`config.mk`:
```
export PLATFORM = sky130hd
export DESIGN_NAME = tick_scheduler
export DESIGN_NICKNAME = d
export VERILOG_FILES = /design/src/rtl/tick_scheduler_pkg.sv /design/src/rtl/tick_scheduler_strobe_div.sv /design/src/rtl/tick_scheduler.sv
export SDC_FILE = /design/constraint.sdc
export NUM_CORES = 1
export LEC_CHECK = 0
export CAP_MARGIN = 20
export CORE_AREA = 3 3 113 115
export DETAILED_ROUTE_END_ITERATION = 8
export DIE_AREA = 0 0 116 118
export GPL_ROUTABILITY_DRIVEN = 0
export PLACE_DENSITY = 0.82
export SYNTH_ARGS = -nofsm -noshare
export SYNTH_HDL_FRONTEND = slang
export SYNTH_SLANG_ARGS = --single-unit
```
`constraint.sdc`:
```
create_clock -name clk -period 3.95 [get_ports clk]
set_input_delay 0.395 -clock clk [delete_from_list [all_inputs] [get_ports clk]]
set_output_delay 0.395 -clock clk [all_outputs]
set_load 0.05 [all_outputs]
```
`src/rtl/tick_scheduler_pkg.sv`:
```
`default_nettype none
// ============================================================================
// Module      : tick_scheduler_pkg
// Description : Shared FSM encodings and default divider constants for the
//               tick scheduler and its strobe divider.
// Revision    : 1.0 - initial release
// ============================================================================
package tick_scheduler_pkg;

    // Game sequencing states
    typedef enum logic [1:0] {
        ST_IDLE   = 2'd0,
        ST_RUN    = 2'd1,
        ST_PAUSED = 2'd2,
        ST_STEP   = 2'd3
    } state_t;

    // Default divider constants for a 100 MHz master clock
    localparam int unsigned C_PIX_DIV    = 4;          // 25 MHz pixel enable
    localparam int unsigned C_SEG_DIV    = 262144;     // ~381 Hz digit mux
    localparam int unsigned C_BLINK_HALF = 33554432;   // ~1.49 Hz blink
    localparam int unsigned C_GAME_DIV   = 2097152;    // ~47.7 Hz game tick
    localparam int          C_CNT_W      = 26;

endpackage
`default_nettype wire

```
`src/rtl/tick_scheduler_strobe_div.sv`:
```
`default_nettype none
// ============================================================================
// Module      : tick_scheduler_strobe_div
// Description : Counter 0..DIV-1 with a registered one-cycle strobe in the
//               cycle after the terminal count. A synchronous hold keeps the
//               counter at zero and the strobe low.
// Revision    : 1.0 - initial release
// ============================================================================
module tick_scheduler_strobe_div
    import tick_scheduler_pkg::*;
#(
    parameter int unsigned DIV = C_PIX_DIV,
    parameter int          W   = C_CNT_W
) (
    input  logic clk,
    input  logic clr,
    input  logic hold,
    output logic strobe
);

    localparam logic [W-1:0] c_last = W'(DIV - 1);

    logic [W-1:0] r_cnt;
    logic         r_strobe;

    // Count and raise the strobe one cycle after the terminal value
    always_ff @(posedge clk or posedge clr) begin
        if (clr) begin
            r_cnt    <= '0;
            r_strobe <= 1'b0;
        end else if (hold) begin
            r_cnt    <= '0;
            r_strobe <= 1'b0;
        end else if (r_cnt == c_last) begin
            r_cnt    <= '0;
            r_strobe <= 1'b1;
        end else begin
            r_cnt    <= r_cnt + W'(1);
            r_strobe <= 1'b0;
        end
    end

    assign strobe = r_strobe;

endmodule
`default_nettype wire

```
`src/rtl/tick_scheduler.sv`:
```
`default_nettype none
// ============================================================================
// Module      : tick_scheduler
// Description : Central clock-enable scheduler. Free-running pixel, segment
//               and blink dividers plus a game-tick generator sequenced by a
//               run/pause/single-step FSM with a latched speed select.
// Revision    : 1.0 - initial release
// ============================================================================
module tick_scheduler
    import tick_scheduler_pkg::*;
#(
    parameter int unsigned PIX_DIV    = C_PIX_DIV,
    parameter int unsigned SEG_DIV    = C_SEG_DIV,
    parameter int unsigned BLINK_HALF = C_BLINK_HALF,
    parameter int unsigned GAME_DIV   = C_GAME_DIV,
    parameter int          CNT_W      = C_CNT_W
) (
    input  logic        clk,
    input  logic        clr,
    input  logic        start,
    input  logic        stop,
    input  logic        pause,
    input  logic        step,
    input  logic [1:0]  speed,
    output logic        pix_en,
    output logic        seg_en,
    output logic        blink,
    output logic        game_tick,
    output logic        running,
    output logic [15:0] tick_count
);

    localparam logic [CNT_W-1:0] c_blink_last = CNT_W'(BLINK_HALF - 1);
    localparam logic [CNT_W-1:0] c_game_base  = CNT_W'(GAME_DIV);

    state_t             r_state;
    state_t             w_state_nxt;
    logic [CNT_W-1:0]   r_blink_cnt;
    logic [CNT_W-1:0]   r_game_cnt;
    logic [CNT_W-1:0]   w_game_last;
    logic [1:0]         r_speed_q;
    logic               r_blink;
    logic               r_game_tick;
    logic               r_running;
    logic [15:0]        r_tick_count;
    logic               w_boundary;
    logic               w_tick_nxt;
    logic               w_start_go;

    // Pixel and segment enables never stop, so their hold is tied low
    tick_scheduler_strobe_div #(.DIV(PIX_DIV), .W(CNT_W)) u_pix_div (
        .clk    (clk),
        .clr    (clr),
        .hold   (1'b0),
        .strobe (pix_en)
    );

    tick_scheduler_strobe_div #(.DIV(SEG_DIV), .W(CNT_W)) u_seg_div (
        .clk    (clk),
        .clr    (clr),
        .hold   (1'b0),
        .strobe (seg_en)
    );

    // Blink half-period counter toggling the blink level at each wrap
    always_ff @(posedge clk or posedge clr) begin
        if (clr) begin
            r_blink_cnt <= '0;
            r_blink     <= 1'b0;
        end else if (r_blink_cnt == c_blink_last) begin
            r_blink_cnt <= '0;
            r_blink     <= ~r_blink;
        end else begin
            r_blink_cnt <= r_blink_cnt + CNT_W'(1);
        end
    end

    // Game period shrinks by powers of two with the latched speed
    assign w_game_last = (c_game_base >> r_speed_q) - CNT_W'(1);
    assign w_boundary  = (r_state != ST_IDLE) && (r_game_cnt == w_game_last);
    assign w_start_go  = (r_state == ST_IDLE) && start && !stop;

    // Next-state and tick request; stop overrides every other input
    always_comb begin
        w_state_nxt = r_state;
        w_tick_nxt  = 1'b0;
        if (stop) begin
            w_state_nxt = ST_IDLE;
        end else begin
            case (r_state)
                ST_IDLE: begin
                    if (start) w_state_nxt = ST_RUN;
                end
                ST_RUN: begin
                    w_tick_nxt = w_boundary;
                    if (pause) w_state_nxt = ST_PAUSED;
                end
                ST_PAUSED: begin
                    if (pause)     w_state_nxt = ST_RUN;
                    else if (step) w_state_nxt = ST_STEP;
                end
                ST_STEP: begin
                    if (w_boundary) begin
                        w_tick_nxt  = 1'b1;
                        w_state_nxt = ST_PAUSED;
                    end
                end
                default: w_state_nxt = ST_IDLE;
            endcase
        end
    end

    // FSM state register
    always_ff @(posedge clk or posedge clr) begin
        if (clr) r_state <= ST_IDLE;
        else     r_state <= w_state_nxt;
    end

    // Game counter, held at zero while idle; speed only changes at a wrap
    always_ff @(posedge clk or posedge clr) begin
        if (clr) begin
            r_game_cnt <= '0;
            r_speed_q  <= 2'd0;
        end else begin
            if ((r_state == ST_IDLE) || stop || w_boundary) r_game_cnt <= '0;
            else                                            r_game_cnt <= r_game_cnt + CNT_W'(1);
            if (w_start_go || w_boundary) r_speed_q <= speed;
        end
    end

    // Registered game outputs and tick counter
    always_ff @(posedge clk or posedge clr) begin
        if (clr) begin
            r_game_tick  <= 1'b0;
            r_running    <= 1'b0;
            r_tick_count <= 16'd0;
        end else begin
            r_game_tick <= w_tick_nxt;
            r_running   <= (w_state_nxt == ST_RUN) || (w_state_nxt == ST_STEP);
            if (w_start_go)      r_tick_count <= 16'd0;
            else if (w_tick_nxt) r_tick_count <= r_tick_count + 16'd1;
        end
    end

    assign blink      = r_blink;
    assign game_tick  = r_game_tick;
    assign running    = r_running;
    assign tick_count = r_tick_count;

endmodule
`default_nettype wire

```
==> flow_summary.yaml, run 1 <==
global_routing:
  grt_first_pass_wirelength_um: 21020
  grt_max_degree: 78
  track_usage: 0.1869
  grt_pass1_vias: 4523
  antenna_found_initial: 0
  grt_overflow: 0
layout:
  num_antenna_cells: 0
  layout-drive-gt1-share: 0.08226
  layout.nets: 621
  area_growth_pct: 18.81
sta:
  rsz0062_at_grt: "false"
  clock_skew_ps: 10.31
  finalHoldViolCount: 0
  worst_pin_slew_ps: 969.3
  fmax_mhz: 368.9
  setup_violations: 0
  drv_slew: 0
  relSlewSlack: 0.3538
  setup-tns-final_ps: 0
  hold_slack_ps: 468.1
  period_needed_ps: 2710
  post-route-period-util: 0.6862
route:
  antenna_left: 0
  drt-wirelength-per-cell_um: 15.73
  vias: 4387
  first_pass_iters: 4
  drc: 0
  routed_wl_um: 12060
  vias_per_cell: 5.720
  dr.first_iter.drc_count: 421
synthesis:
  synth_common_cells: "dfrtp_1 (128), nor2_1 (71), xnor2_1 (53)"
  ys_ff_latch: 128
  synth-warning-count: 0
  netlist_instances: 566
  yosysTopAreaCell: "dfrtp_1"
  postSynthAreaPerCell_um2: 10.48
  syn-num-nets: 579
  synthesis.area_mm2: 0.005933
  async_flop_share: 1.000
  synthDistinctLibCells: 44
  synth_edf_count: 0
  synthFlopType: "dfrtp_1"
  ys_top_cells_by_area: "dfrtp_1 (54%), xnor2_1 (7.8%), xor2_1 (5.5%)"
  synth.most_common_cell: "dfrtp_1"
  synth_top_area_share: 0.5399
  synth_seq_area_share: 0.5399
power:
  p_sw_frac: 0.2040
  seqPwrFrac: 0.429
  power_uw: 3099
  p_per_area_mw_per_mm2: 439.6
  irDropWorstVdd_v: 0.0003090
  p_int_uw: 2466
  pwr-share-clk: 0.540
  total_leakage_power_uw: 0.003137
  combPwrFrac: 0.030
  switching_power_uw: 632.1
clock_network:
  cts_tree: "built"
  h-tree-depth: 4
  clock_sinks: 128
  cts_resized: 0
  clockBufferDepth: 2
  cts_buffers: 17
  clk_latency_ps: 410
  root_buffer: "clkbuf_16"
  clk_pin_slew_worst_paths_ps: 60
  post-cts-setup-buffer-count: 0
  cts_hold_buf: 0
min_path:
  hp-start: "r_blink_cnt[4]"
  hold_path.class: "reg -> reg"
  holdPathStages: 1
  holdPathEnd: "r_blink_cnt[4]"
critical_path:
  r2r_slack_ps: 1240
  worst_ep_arrival_time_ps: 3050
  r2r-start: "r_game_cnt[0]"
  cpMaxStageDelayCell: "nor4_4"
  reg2reg_depth: 6
  crit_family: "simple AND/OR/NAND/NOR gates"
  path_cells: "ha_1 > nand3_1 > nor4_4 > nand4_1 > or4_1 > a21oi_1"
  criticalPathCategory: "reg -> reg"
  reg2reg_to: "tick_count[15]"
  crit_fanout: 11
  max_stage_delay_ps: 590
  cp-end-kind: "flip-flop"
  startpoint_type: "flip-flop"
  crit_required_ps: 4290
  critPathBufInv: 0
placement:
  hpwl_um: 7545
  port_buffers: 28
run_status:
  status: "completed"
die:
  die-area_mm2: 0.01369
  rows: 40
  design.core.area_mm2: 0.01191
  ios: 29
  dieWidth_um: 116
  start_util: 0.4981
  die_y_um: 118
flow_run:
  cap_violations: 0
placed cells by master, fill, tap and decap left out, types with 5 or more instances in the layout:
cell type and instances:
a21oi_1 15, and3_1 24, and4_1 13, clkbuf_16 17, clkdlybuf4s50_1 28, dfrtp_1 128
ha_1 5, inv_1 10, nand2_1 40, nand3_1 44, nand4_1 20, nor2_1 71
nor3_1 10, nor4_1 10, o21ai_0 15, or3_1 9, xnor2_1 53, xor2_1 37
metrics by stage:
stage | setup WS (ps) | cells | utilization | area, um2
after detailed placement | 1271 | 735 | 0.5376 | 6404
after CTS | 1226 | 766 | 0.5912 | 7042
after global placement | 1406 | 735 | 0.5376 | 6404
after floorplan | 142.4 | 566 | - | 5933
final | 1240 | 767 | 0.5918 | 7049
after global routing | 1066 | 767 | 0.5918 | 7049
cells by family after synthesis:
logic type / count (synthesis) / share of synthesized area
buf+inv: 20 / 0.01328
fa+ha+maj: 5 / 0.01054
flops: 128 / 0.5399
xor+xnor: 90 / 0.1329
compound gates: 51 / 0.05188
simple gates: 266 / 0.2406
mux: 6 / 0.01097
power groups by stage:
stage / Combinational (uW) / Sequential, uW / Clock (uW)
final: 94.0 / 1330 / 1670
after CTS: 95.5 / 1330 / 1690
after detailed placement: 94.4 / 1350 / 0
after global placement: 90.0 / 1350 / 0
after floorplan: 61.1 / 1350 / 0
after global routing: 105 / 1330 / 1750
area by class of cell:
class | count | area (um2)
Tap cell | 147 | 183.9
Fill cell | 932 | 4862
Clock buffer | 21 | 480.5
Timing Repair Buffer | 32 | 322.8
Multi-Input combinational cell | 418 | 2658
Clock inverter | 10 | 157.7
Sequential cell | 128 | 3203
Inverter | 11 | 43.79
worst max path at each step:
stage	from	end	slack, ps	depth (start not counted)
floorplan	clr	blink	140	1
global placement	r_game_cnt[0]	tick_count[15]	1410	6
detailed placement	r_game_cnt[0]	tick_count[15]	1270	6
CTS	r_game_cnt[0]	tick_count[15]	1230	6
global route	r_game_cnt[0]	tick_count[15]	1070	6
finish	r_game_cnt[0]	tick_count[15]	1240	6
flip-flops by register name, summed over array words and instances (netlist names):
signal	cells
r_blink_cnt	26
r_game_cnt	26
u_pix_div.r_cnt	26
u_seg_div.r_cnt	26
tick_count	16
r_speed_q	2
r_state	2
blink	1
game_tick	1
u_pix_div.strobe	1
u_seg_div.strobe	1
metal layers:
metal  GRT usage  vias up  wire (um)
met5           0        -          0
met4     0.06381        0        170
met3     0.03702       17        367
met2      0.3076       75       6169
met1      0.2458     2218       5356
li1            -     2077          -
Note: power is estimated with default switching activity, not from simulation.
==> inputs of run 2 (changes only) <==
--- a/config.mk
+++ b/config.mk
@@ -10,7 +10,7 @@
 export DETAILED_ROUTE_END_ITERATION = 8
 export DIE_AREA = 0 0 116 118
 export GPL_ROUTABILITY_DRIVEN = 0
-export PLACE_DENSITY = 0.82
+export PLACE_DENSITY = 0.8
 export SYNTH_ARGS = -nofsm -noshare
 export SYNTH_HDL_FRONTEND = slang
 export SYNTH_SLANG_ARGS = --single-unit
==> constraint.sdc (replaced) <==
create_clock -name clk -period 2.7 [get_ports clk]
set_input_delay 0.27 -clock clk [delete_from_list [all_inputs] [get_ports clk]]
set_output_delay 0.27 -clock clk [all_outputs]
set_load 0.05 [all_outputs]
==> flow_summary.yaml, run 2 (synthesized netlist as in run 1, its figures left out) <==
run_status:
  status: "completed"
sta:
  fmax_mhz: 425.1
  worst_pin_slew_ps: 648.7
  setup-tns-final_ps: 0
  rsz0062_at_grt: "false"
  finalHoldViolCount: 0
  setup_violations: 0
  relSlewSlack: 0.5675
  drv_slew: 0
  period_needed_ps: 2353
  clock_skew_ps: 7.585
  post-route-period-util: 0.8714
route:
  drc: 0
  drt-wirelength-per-cell_um: 14.83
  dr.first_iter.drc_count: 390
  routed_wl_um: 11430
  antenna_left: 0
  first_pass_iters: 4
  vias: 4319
  vias_per_cell: 5.602
die:
  die_y_um: 118
  rows: 40
  die-area_mm2: 0.01369
  dieWidth_um: 116
  ios: 29
  design.core.area_mm2: 0.01191
  start_util: 0.4981
power:
  p_per_area_mw_per_mm2: 648.7
  total_leakage_power_uw: 0.003172
  irDropWorstVdd_v: 0.0005169
clock_network:
  h-tree-depth: 4
  root_buffer: "clkbuf_16"
  cts_buffers: 17
  post-cts-setup-buffer-count: 0
  clk_pin_slew_worst_paths_ps: 60
  cts_resized: 0
  cts_hold_buf: 0
  clock_sinks: 128
  clockBufferDepth: 2
  clk_latency_ps: 420
  cts_tree: "built"
global_routing:
  grt_overflow: 0
  antenna_found_initial: 0
  grt_pass1_vias: 4373
  grt_max_degree: 120
  grt_first_pass_wirelength_um: 19870
  track_usage: 0.1780
critical_path:
  cp-end-kind: "flip-flop"
  criticalPathCategory: "reg -> reg"
  cpMaxStageDelayCell: "or4b_1"
  max_stage_delay_ps: 520
  worst_ep_arrival_time_ps: 2680
  startpoint_type: "flip-flop"
  path_cells: "ha_1 > nand3_1 > nor4_4 > buf_4 > nand2_1 > or4b_1 > a21oi_1"
  crit_required_ps: 3030
  crit_fanout: 6
layout:
  mostFrequentLayoutCell: "dfrtp_1"
  final_area_mm2: 0.007104
  area_growth_pct: 19.74
  layout-drive-gt1-share: 0.08814
  fillers: 932
  num_antenna_cells: 0
  layout_common_cells: "dfrtp_1 (128), nor2_1 (71), xnor2_1 (53)"
  layout.nets: 625
placement:
  hpwl_um: 7330
  place_area_mm2: 0.006442
  port_buffers: 28
min_path:
  hold_path.class: "in -> async"
flow_run:
  cap_violations: 0
[run 2: changes by cell type in the layout (fill, tap and decap cells not counted)]
| cell | previous run | this run |
|---|---|---|
| buf_4 | 2 | 7 |
| bufinv_16 | 4 | 5 |
| clkbuf_4 | 1 | 0 |
| clkinv_4 | 0 | 1 |
| clkinvlp_4 | 3 | 2 |
| inv_4 | 1 | 0 |
[run 2: worst max-delay path: cells and delay by family (launching register included)]
family | cells | cell delay, ps
compound gates | 1 | 180
fa+ha+maj | 1 | 200
buf+inv | 1 | 210
flops | 1 | 380
simple gates | 4 | 1290
[run 2: power by group]
group	total (uW)	internal (uW)	switching, uW
logic	134	45.2	88.7
clock network	2530	1730	803
registers	1950	1930	14.8
[run 2: path summary, 6_finish.rpt]
path | start | end | depth (start not counted) | slack [ps]
max | r_game_cnt[0] | r_game_cnt[22] | 7 | 350
min | clr | u_seg_div.strobe | 2 | 130
max reg2reg | r_game_cnt[0] | r_game_cnt[22] | 7 | 350
min reg2reg | blink | blink | 1 | 470
max in group asynchronous | clr | r_blink_cnt[8] | 3 | 1680
min in group clk | blink | blink | 1 | 470
[run 2: per-stage QoR]
stage,utilization,setup WS [ps],instances,power [uW],hold slack [ps]
2_1_floorplan,-,599.5,566,2070,336.4
3_3_place_gp,0.5409,453.2,740,2112,454.3
3_5_place_dp,0.5409,366.6,740,2116,462.8
4_1_cts,0.5964,336.8,771,4654,126.2
5_1_grt,0.5964,199.7,771,4760,146.5
6_report,0.5964,347.4,771,4609,134.4
[run 2: routing by layer]
metal	vias to the layer above	track usage	wire, um
met4	0	0.07687	187
met2	86	0.2896	5730
met1	2127	0.2255	5153
met3	15	0.04113	362
met5	-	0	0
li1	2091	-	-
[run 2: final cells by class]
cell class	instances	area, um2	area share
flip-flops and latches	128	3203	0.4509
repair buffers	36	352.8	0.04967
inverters	11	45.04	0.006340
clock buffers	21	480.5	0.06763
multi-input cells	418	2658	0.3741
clock inverters	10	181.4	0.02554
well taps	147	183.9	0.02589
